### src/rtl/vga_timing_gen_if.sv
// Video output bundle of the raster timing generator.
//   hs, vs, de               : sync and display enable (delay-line aligned)
//   hc_visible, vc_visible   : visible pixel coordinates, 0 outside active video
//   line_start, frame_start  : one-pixel-period strobes (delay-line aligned)
//   frame_cnt                : completed-frame counter
// master drives the bundle (the generator); slave consumes it.
interface vga_timing_gen_if #(
  parameter int unsigned CW  = 11,
  parameter int unsigned FCW = 16
);
  logic           hs;
  logic           vs;
  logic           de;
  logic [CW-1:0]  hc_visible;
  logic [CW-1:0]  vc_visible;
  logic           line_start;
  logic           frame_start;
  logic [FCW-1:0] frame_cnt;

  modport master (
    output hs, vs, de, hc_visible, vc_visible, line_start, frame_start, frame_cnt
  );

  modport slave (
    input hs, vs, de, hc_visible, vc_visible, line_start, frame_start, frame_cnt
  );
endinterface

### src/rtl/vga_timing_gen.sv
// Parametrised raster timing generator (VGA/SVGA/XGA class modes).
//   clk_vga : pixel-domain clock
//   rst     : synchronous active-high reset, overrides pix_en
//   pix_en  : pixel clock enable; all state advances only when high
//   vid     : video output bundle (vga_timing_gen_if.master)
// Line/frame order is active, front porch, sync, back porch. Coordinates
// are one pix_en step behind the counters; sync/de/strobes are a further
// SYNC_DLY pix_en steps behind to match the downstream pixel pipeline.
module vga_timing_gen #(
  parameter int unsigned H_ACTIVE = 640,
  parameter int unsigned H_FP     = 16,
  parameter int unsigned H_SYNC   = 96,
  parameter int unsigned H_BP     = 48,
  parameter int unsigned V_ACTIVE = 480,
  parameter int unsigned V_FP     = 10,
  parameter int unsigned V_SYNC   = 2,
  parameter int unsigned V_BP     = 33,
  parameter bit          HS_POL   = 1'b0,
  parameter bit          VS_POL   = 1'b0,
  parameter int unsigned CW       = 11,
  parameter int unsigned FCW      = 16,
  parameter int unsigned SYNC_DLY = 0
) (
  input  logic              clk_vga,
  input  logic              rst,
  input  logic              pix_en,
  vga_timing_gen_if.master  vid
);

  localparam int unsigned H_TOTAL  = H_ACTIVE + H_FP + H_SYNC + H_BP;
  localparam int unsigned V_TOTAL  = V_ACTIVE + V_FP + V_SYNC + V_BP;
  localparam int unsigned HS_START = H_ACTIVE + H_FP;
  localparam int unsigned HS_END   = HS_START + H_SYNC;
  localparam int unsigned VS_START = V_ACTIVE + V_FP;
  localparam int unsigned VS_END   = VS_START + V_SYNC;

  // Bit positions of the delayed sync bundle
  localparam int unsigned SB_W  = 5;
  localparam int unsigned SB_HS = 4;
  localparam int unsigned SB_VS = 3;
  localparam int unsigned SB_DE = 2;
  localparam int unsigned SB_LS = 1;
  localparam int unsigned SB_FS = 0;

  localparam logic [SB_W-1:0] SB_IDLE = {~HS_POL, ~VS_POL, 1'b0, 1'b0, 1'b0};

  // Stage 0: raster counters
  logic [CW-1:0]  hc_q, hc_d;
  logic [CW-1:0]  vc_q, vc_d;
  logic [FCW-1:0] fcnt_q, fcnt_d;
  logic           hc_wrap_c;
  logic           vc_wrap_c;

  // Stage 1 coordinates and the sync delay line (index 0 is stage 1)
  logic [CW-1:0]   hcv_q, hcv_d;
  logic [CW-1:0]   vcv_q, vcv_d;
  logic [SB_W-1:0] dly_q [SYNC_DLY+1];
  logic [SB_W-1:0] dly_d [SYNC_DLY+1];

  logic            de_c;
  logic            hs_act_c;
  logic            vs_act_c;
  logic [SB_W-1:0] sync_c;

  // Counter next state
  always_comb begin
    hc_wrap_c = (hc_q == CW'(H_TOTAL - 1));
    vc_wrap_c = (vc_q == CW'(V_TOTAL - 1));
    hc_d      = hc_wrap_c ? '0 : hc_q + CW'(1);
    vc_d      = vc_q;
    fcnt_d    = fcnt_q;
    if (hc_wrap_c) begin
      vc_d = vc_wrap_c ? '0 : vc_q + CW'(1);
      if (vc_wrap_c) begin
        fcnt_d = fcnt_q + FCW'(1);
      end
    end
  end

  // Stage 1 decode of the current counter state
  always_comb begin
    de_c     = (hc_q < CW'(H_ACTIVE)) && (vc_q < CW'(V_ACTIVE));
    hs_act_c = (hc_q >= CW'(HS_START)) && (hc_q < CW'(HS_END));
    vs_act_c = (vc_q >= CW'(VS_START)) && (vc_q < CW'(VS_END));
    hcv_d    = de_c ? hc_q : '0;
    vcv_d    = de_c ? vc_q : '0;
    sync_c          = SB_IDLE;
    sync_c[SB_HS]   = hs_act_c ? HS_POL : ~HS_POL;
    sync_c[SB_VS]   = vs_act_c ? VS_POL : ~VS_POL;
    sync_c[SB_DE]   = de_c;
    sync_c[SB_LS]   = (hc_q == '0);
    sync_c[SB_FS]   = (hc_q == '0) && (vc_q == '0);
  end

  // Delay line shift
  always_comb begin
    for (int unsigned i = 0; i <= SYNC_DLY; i++) begin
      dly_d[i] = SB_IDLE;
    end
    dly_d[0] = sync_c;
    for (int unsigned i = 1; i <= SYNC_DLY; i++) begin
      dly_d[i] = dly_q[i-1];
    end
  end

  // All state registers; reset wins over pix_en
  always_ff @(posedge clk_vga) begin
    if (rst) begin
      hc_q   <= '0;
      vc_q   <= '0;
      fcnt_q <= '0;
      hcv_q  <= '0;
      vcv_q  <= '0;
      for (int unsigned i = 0; i <= SYNC_DLY; i++) begin
        dly_q[i] <= SB_IDLE;
      end
    end else if (pix_en) begin
      hc_q   <= hc_d;
      vc_q   <= vc_d;
      fcnt_q <= fcnt_d;
      hcv_q  <= hcv_d;
      vcv_q  <= vcv_d;
      for (int unsigned i = 0; i <= SYNC_DLY; i++) begin
        dly_q[i] <= dly_d[i];
      end
    end
  end

  assign vid.hs          = dly_q[SYNC_DLY][SB_HS];
  assign vid.vs          = dly_q[SYNC_DLY][SB_VS];
  assign vid.de          = dly_q[SYNC_DLY][SB_DE];
  assign vid.line_start  = dly_q[SYNC_DLY][SB_LS];
  assign vid.frame_start = dly_q[SYNC_DLY][SB_FS];
  assign vid.hc_visible  = hcv_q;
  assign vid.vc_visible  = vcv_q;
  assign vid.frame_cnt   = fcnt_q;

endmodule
### src/flat_wrapper.sv
// flat-port wrapper written by rule: the top's interface ports become plain ports
module vga_timing_gen_flat 
#(
  parameter int unsigned H_ACTIVE = 640,
  parameter int unsigned H_FP     = 16,
  parameter int unsigned H_SYNC   = 96,
  parameter int unsigned H_BP     = 48,
  parameter int unsigned V_ACTIVE = 480,
  parameter int unsigned V_FP     = 10,
  parameter int unsigned V_SYNC   = 2,
  parameter int unsigned V_BP     = 33,
  parameter bit          HS_POL   = 1'b0,
  parameter bit          VS_POL   = 1'b0,
  parameter int unsigned CW       = 11,
  parameter int unsigned FCW      = 16,
  parameter int unsigned SYNC_DLY = 0
)
  (clk_vga, rst, pix_en, vid_hs, vid_vs, vid_de, vid_hc_visible, vid_vc_visible, vid_line_start, vid_frame_start, vid_frame_cnt);
  vga_timing_gen_if #(.CW(CW), .FCW(FCW)) vid_i ();
  input  logic clk_vga;
  input  logic rst;
  input  logic pix_en;
  output wire logic [$bits(vid_i.hs)-1:0] vid_hs;
  output wire logic [$bits(vid_i.vs)-1:0] vid_vs;
  output wire logic [$bits(vid_i.de)-1:0] vid_de;
  output wire logic [$bits(vid_i.hc_visible)-1:0] vid_hc_visible;
  output wire logic [$bits(vid_i.vc_visible)-1:0] vid_vc_visible;
  output wire logic [$bits(vid_i.line_start)-1:0] vid_line_start;
  output wire logic [$bits(vid_i.frame_start)-1:0] vid_frame_start;
  output wire logic [$bits(vid_i.frame_cnt)-1:0] vid_frame_cnt;
  assign vid_hs = vid_i.hs;
  assign vid_vs = vid_i.vs;
  assign vid_de = vid_i.de;
  assign vid_hc_visible = vid_i.hc_visible;
  assign vid_vc_visible = vid_i.vc_visible;
  assign vid_line_start = vid_i.line_start;
  assign vid_frame_start = vid_i.frame_start;
  assign vid_frame_cnt = vid_i.frame_cnt;
  vga_timing_gen #(.H_ACTIVE(H_ACTIVE), .H_FP(H_FP), .H_SYNC(H_SYNC), .H_BP(H_BP), .V_ACTIVE(V_ACTIVE), .V_FP(V_FP), .V_SYNC(V_SYNC), .V_BP(V_BP), .HS_POL(HS_POL), .VS_POL(VS_POL), .CW(CW), .FCW(FCW), .SYNC_DLY(SYNC_DLY)) u_core (.clk_vga(clk_vga), .rst(rst), .pix_en(pix_en), .vid(vid_i));
endmodule
### config.mk
export PLATFORM = sky130hd
export DESIGN_NAME = vga_timing_gen_flat
export DESIGN_NICKNAME = d
export VERILOG_FILES = /design/src/rtl/vga_timing_gen_if.sv /design/src/rtl/vga_timing_gen.sv /design/src/flat_wrapper.sv
export SDC_FILE = /design/constraint.sdc
export NUM_CORES = 1
export LEC_CHECK = 0
export ABC_AREA = 1
export CORE_MARGIN = 2
export CORE_UTILIZATION = 39
export DETAILED_ROUTE_END_ITERATION = 6
export PLACE_DENSITY = 0.67
export SLEW_MARGIN = 40
export SYNTH_ARGS = -nofsm -noshare
export SYNTH_HDL_FRONTEND = slang
export SYNTH_SLANG_ARGS = --single-unit
### constraint.sdc
create_clock -name clk_vga -period 2 [get_ports clk_vga]
set_clock_uncertainty 0.2 [all_clocks]
set_input_delay 0.6 -clock clk_vga [delete_from_list [all_inputs] [get_ports clk_vga]]
set_output_delay 0.6 -clock clk_vga [all_outputs]
set_load 0.05 [all_outputs]
# Yosys cells after proc, flatten, opt, wreduce, memory -nomap -nowiden
# Memories as Yosys holds them, arrays and structs flattened.
# Index checks and enable logic that the tools add are counted.
[totals]
ramBits = 5
out_inout_bits = 43
word_cells = 39
memories = 1
reg_bits = 60
[op_classes]
n_reduce_logical = 9
eq_ne = 2
order_cmp = 6
muxes = 13
n_addsub = 3
[memory_table]
columns = ["memory", "depth", "word_bits", "rd", "rd_clocked_by_memory_dff", "wr", "line_no", "text"]
rows = [
  ["u_core.dly_q", 1, 5, 1, 0, 1, "vga_timing_gen.sv:57", "logic [SB_W-1:0] dly_q [SYNC_DLY+1];"],
]
[ops]
columns = ["operator", "count"]
rows = [
  ["two-way mux 11 bit", 4],
  ["adder 11 x 1 -> 11 bit (second input constant)", 2],
  ["equality test 11 x 10 -> 1 bit (second input constant)", 2],
  ["zero test 11 bit", 2],
  ["less-than comparator 11 x 10 -> 1 bit (second input constant)", 2],
  ["less-than comparator 11 x 9 -> 1 bit (second input constant)", 2],
  ["adder 16 x 1 -> 16 bit (second input constant)", 1],
  ["greater-or-equal comparator 11 x 10 -> 1 bit (second input constant)", 1],
  ["greater-or-equal comparator 11 x 9 -> 1 bit (second input constant)", 1],
  ["two-way mux 1 bit", 8],
  ["two-way mux 5 bit", 1],
  ["OR reduction 5 bit", 1],
  ["logical AND 1 bit", 4],
  ["AND reduction 3 bit", 1],
  ["AND reduction 2 bit", 1],
]

# Logic depth before layout (Yosys ltp)
[logic_depth]
depth_word = 5
depth_mapped = 9

# Worst setup path before layout
# Ideal clock, no wire load.
[synth_timing]
path_type = "reg-to-reg"
from = "register u_core.fcnt_q[0], in the netlist u_core.vid.frame_cnt[0]"
to = "register u_core.fcnt_q[10], in the netlist u_core.vid.frame_cnt[10]"
arrival_ns = 1.676
path_buffers = 0
slack_ns = -0.008
synth_period_minus_slack_ns = 2.008
setup_ns = 0.132
stages_incl_launch_ff = 9
path_cell_list = "dfxtp_1 > ha_1 > nand2_1 > nor2_1 > nand2_1 > o21ai_0 > nand2_1 > nand2_1 > a21oi_1"
[synth_via]
elab_chain_cells = 1
[synth_lines]
columns = ["item", "line_no", "text"]
rows = [
  ["from (decl)", "vga_timing_gen.sv:50", "logic [FCW-1:0] fcnt_q, fcnt_d;"],
  ["from (signal assigned)", "vga_timing_gen.sv:120", "fcnt_q <= fcnt_d;"],
  ["adder 16 x 1 -> 16 bit", "vga_timing_gen.sv:75", "fcnt_d = fcnt_q + FCW'(1);"],
]
# No other way between the ends.
# A chain may end at the register's enable or synchronous reset.

# Final worst setup path
[layout_timing]
from = "register u_core.fcnt_q[9], in the netlist u_core.vid.frame_cnt[9]"
to = "output vid_frame_cnt[9]"
[layout_lines]
columns = ["item", "line_no", "text"]
rows = [
  ["to (decl)", "flat_wrapper.sv:30", "output wire logic [$bits(vid_i.frame_cnt)-1:0] vid_frame_cnt;"],
]
# No word-level cell between the ends.

==> metrics.cfg <==
[layout]
syn_to_final_growth_pct = 39.99
fin_util_pct = 55.95
stdcell_area_um2 = 4551
n_antenna_cell = 0
drive_gt1_share_pct = 19.51
finalNetCount = 537

[synth]
yosysSeqAreaShare_pct = 41.57
synth_cells = 465
synth.top_cells.by_area = dfxtp_1 37%, nand2_1 17%, nor2_1 7.3%
synth_edf_count = 5
syn_nets = 474
ys.flop_type = dfxtp_1
synth_cell_types = 33
ys_warn_count = 0
yosysTopAreaCell = dfxtp_1
syn_area_per_cell_um2 = 6.991
async_reset_ff_share_pct = 0
yosys_register_bits = 65
synth_top_area_share_pct = 36.95
netlist_area_um2 = 3251

[pwr]
peakVddDrop_mv = 0.2921
p_leak_nw = 1.826
powerDensity_nw_per_um2 = 569.2

[routing]
vias = 3128
viasPerCell = 4.903
firstDrtPassIters = 4
drtIter0Drc = 138
wl_per_cell_um = 12.18
wl_mm = 7.771
drcViolationCount = 0
ant_nets = 0

[worst_hold_path]
hold_start = u_core.vid.hc_visible[10]
min_path_type = flop to flop
hold_depth = 2
min_to = u_core.vid.hc_visible[10]

[floorplanning]
core.rowCount = 33
core-area_um2 = 8134
start_util_pct = 39.96
die_w_um = 95.30
dieArea_um2 = 9081
pin_count = 46
die_h_um = 95.30

[clock_network]
clock-sinks = 65
clock_latency_ns = 0.35
h-tree-depth = 3
cts.clk_slew.worst_paths_ns = 0.07
numCtsBuffers = 9
root_buffer = clkbuf_8
clockBufferDepth = 2
cts_tree = built

[critical_path]
crit_path_end_kind = output port
critical_path_depth = 1
critical_path_class = flop to output port
cp_max_fo = 6
cp_top_family = flip-flops
required_ns = 1.20
start_kind = flop
ff2ff_setup_slack_ns = 0.17
cp-startpoint = u_core.vid.frame_cnt[9]
cp.buffers_inverters = 1
cp_slowest_cell = dfxtp_1
reg2reg_depth = 8
cp.arrival_ns = 1.03
path_cells = buf_12
max_stage_delay_ns = 0.51
r2r_end = u_core.vc_q[4]
reg2reg_from = u_core.hc_q[0]

[global_route]
grt_pass1_vias = 2974
grt_pass1_wl_mm = 13.37
grt-ovfl-total = 0
grt_max_degree = 20
antenna_found_initial = 0
grtUsageTotal_pct = 18.83

[placed_design]
pre_cts_ws_ns = -0.3144
gp_congestion = 0.9266
place_area_um2 = 4348
io_buffers = 45
hpwl_mm = 5.993

[sta]
fin_ws_ns = 0.1669
hold_slack_ns = 0.2827
fmax_mhz = 545.5
hold_viol = 0
tightest_slew_ns = 0.3617
rsz0062_at_grt = false
relSlewSlack_pct = 75.69
period_minus_slack_ns = 1.833
fin_crit_sh_pct = 91.66
finalSetupViolCount = 0
drv_slew = 0

[status]
status = completed

[run]
max_cap_violations = 0

==> layout by cell type, fill, tap and decap left out, types with 3 or more instances in the layout <==
| master | n |
|---|---|
| nand3b_1 | 3 |
| nand3_1 | 30 |
| clkinv_2 | 4 |
| ha_1 | 6 |
| xor2_1 | 9 |
| nor3_1 | 8 |
| edfxtp_1 | 5 |
| nor2_4 | 3 |
| nor2_1 | 63 |
| inv_2 | 7 |
| o21ai_0 | 22 |
| a21oi_1 | 21 |
| buf_4 | 20 |
| buf_12 | 44 |
| nand4_1 | 11 |
| inv_1 | 36 |
| dfxtp_1 | 59 |
| nor2_2 | 3 |
| nand2_1 | 148 |
| clkbuf_8 | 10 |
==> final cells by class <==
type,count,area [um2]
Clock buffer,10,137.6
Clock inverter,6,57.56
Fill cell,723,3583
Inverter,44,165.2
Multi-Input combinational cell,342,1653
Sequential cell,65,1353
Tap cell,105,131.4
Timing Repair Buffer,66,1054
==> registers in the layout, summed over array words and instances (netlist names) <==
| name | cells |
|---|---|
| u_core.dly_q | 5 |
| u_core.hc_q | 11 |
| u_core.vc_q | 11 |
| u_core.vid.frame_cnt | 16 |
| u_core.vid.hc_visible | 11 |
| u_core.vid.vc_visible | 11 |
==> synth_stat cells (2+ instances only) <==
cell / count
clkbuf_1: 4
buf_2: 6
nand3_1: 30
xnor2_1: 2
dfxtp_1: 60
nor2_4: 3
nand4_1: 11
ha_1: 6
nand3b_1: 3
xor2_1: 9
nand3_2: 2
a21oi_1: 21
inv_1: 36
nor3_1: 9
o21ai_0: 22
inv_2: 7
edfxtp_1: 5
nor2_1: 63
buf_6: 3
nor2_2: 3
nand2_1: 148
==> routing by layer <==
| layer | track usage, % | vias to the layer above | routed length, um |
|---|---|---|---|
| met2 | 30.52 | 60 | 3735 |
| met3 | 3.636 | 13 | 341 |
| li1 | - | 1609 | - |
| met4 | 8.454 | 0 | 146 |
| met5 | 0 | - | 0 |
| met1 | 24.26 | 1446 | 3548 |
==> how the worst max path moves through the flow <==
stage	slack [ns]	end
detailed placement	-0.31	u_core.hc_q[10]
global placement	-0.30	u_core.hc_q[10]
global route	0.03	u_core.vc_q[4]
finish	0.17	vid_frame_cnt[9]
CTS	0.06	u_core.hc_q[10]
floorplan	0.02	u_core.vid.frame_cnt[10]
==> metrics by stage <==
step	setup TNS [ns]	cells	power, W
finish	0	638	0.002590
detailed placement	-11.71	622	0.001508
floorplan	0	465	0.001438
CTS	0	638	0.002624
global route	0	638	0.002687
global placement	-9.855	622	0.001505
==> timing repair <==
item                                    4_1_cts  5_1_grt
setup buffers                                 0        0
hold buffers                                  0        0
gates resized for setup                       0        2
endpoints found under the setup margin        0        4
==> where the power goes <==
| group | switching [W] | leakage [nW] | internal (W) |
|---|---|---|---|
| Sequential | 0.0000110 | 0.533 | 0.00132 |
| Combinational | 0.0000838 | 1.19 | 0.0000594 |
| Clock | 0.000514 | 0.102 | 0.000600 |
| Total | 0.000609 | 1.83 | 0.00198 |
==> kinds of logic after synthesis <==
logic type / Yosys count / share of synthesized area (%)
and+or+nand+nor: 279 / 38.03
AOI/OAI and AO/OA: 46 / 7.391
buffers and inverters: 58 / 7.737
DFF: 65 / 41.57
adders and majority gates: 6 / 2.309
xor gates and xnor gates: 11 / 2.964
(Power assumes the default switching activity.)
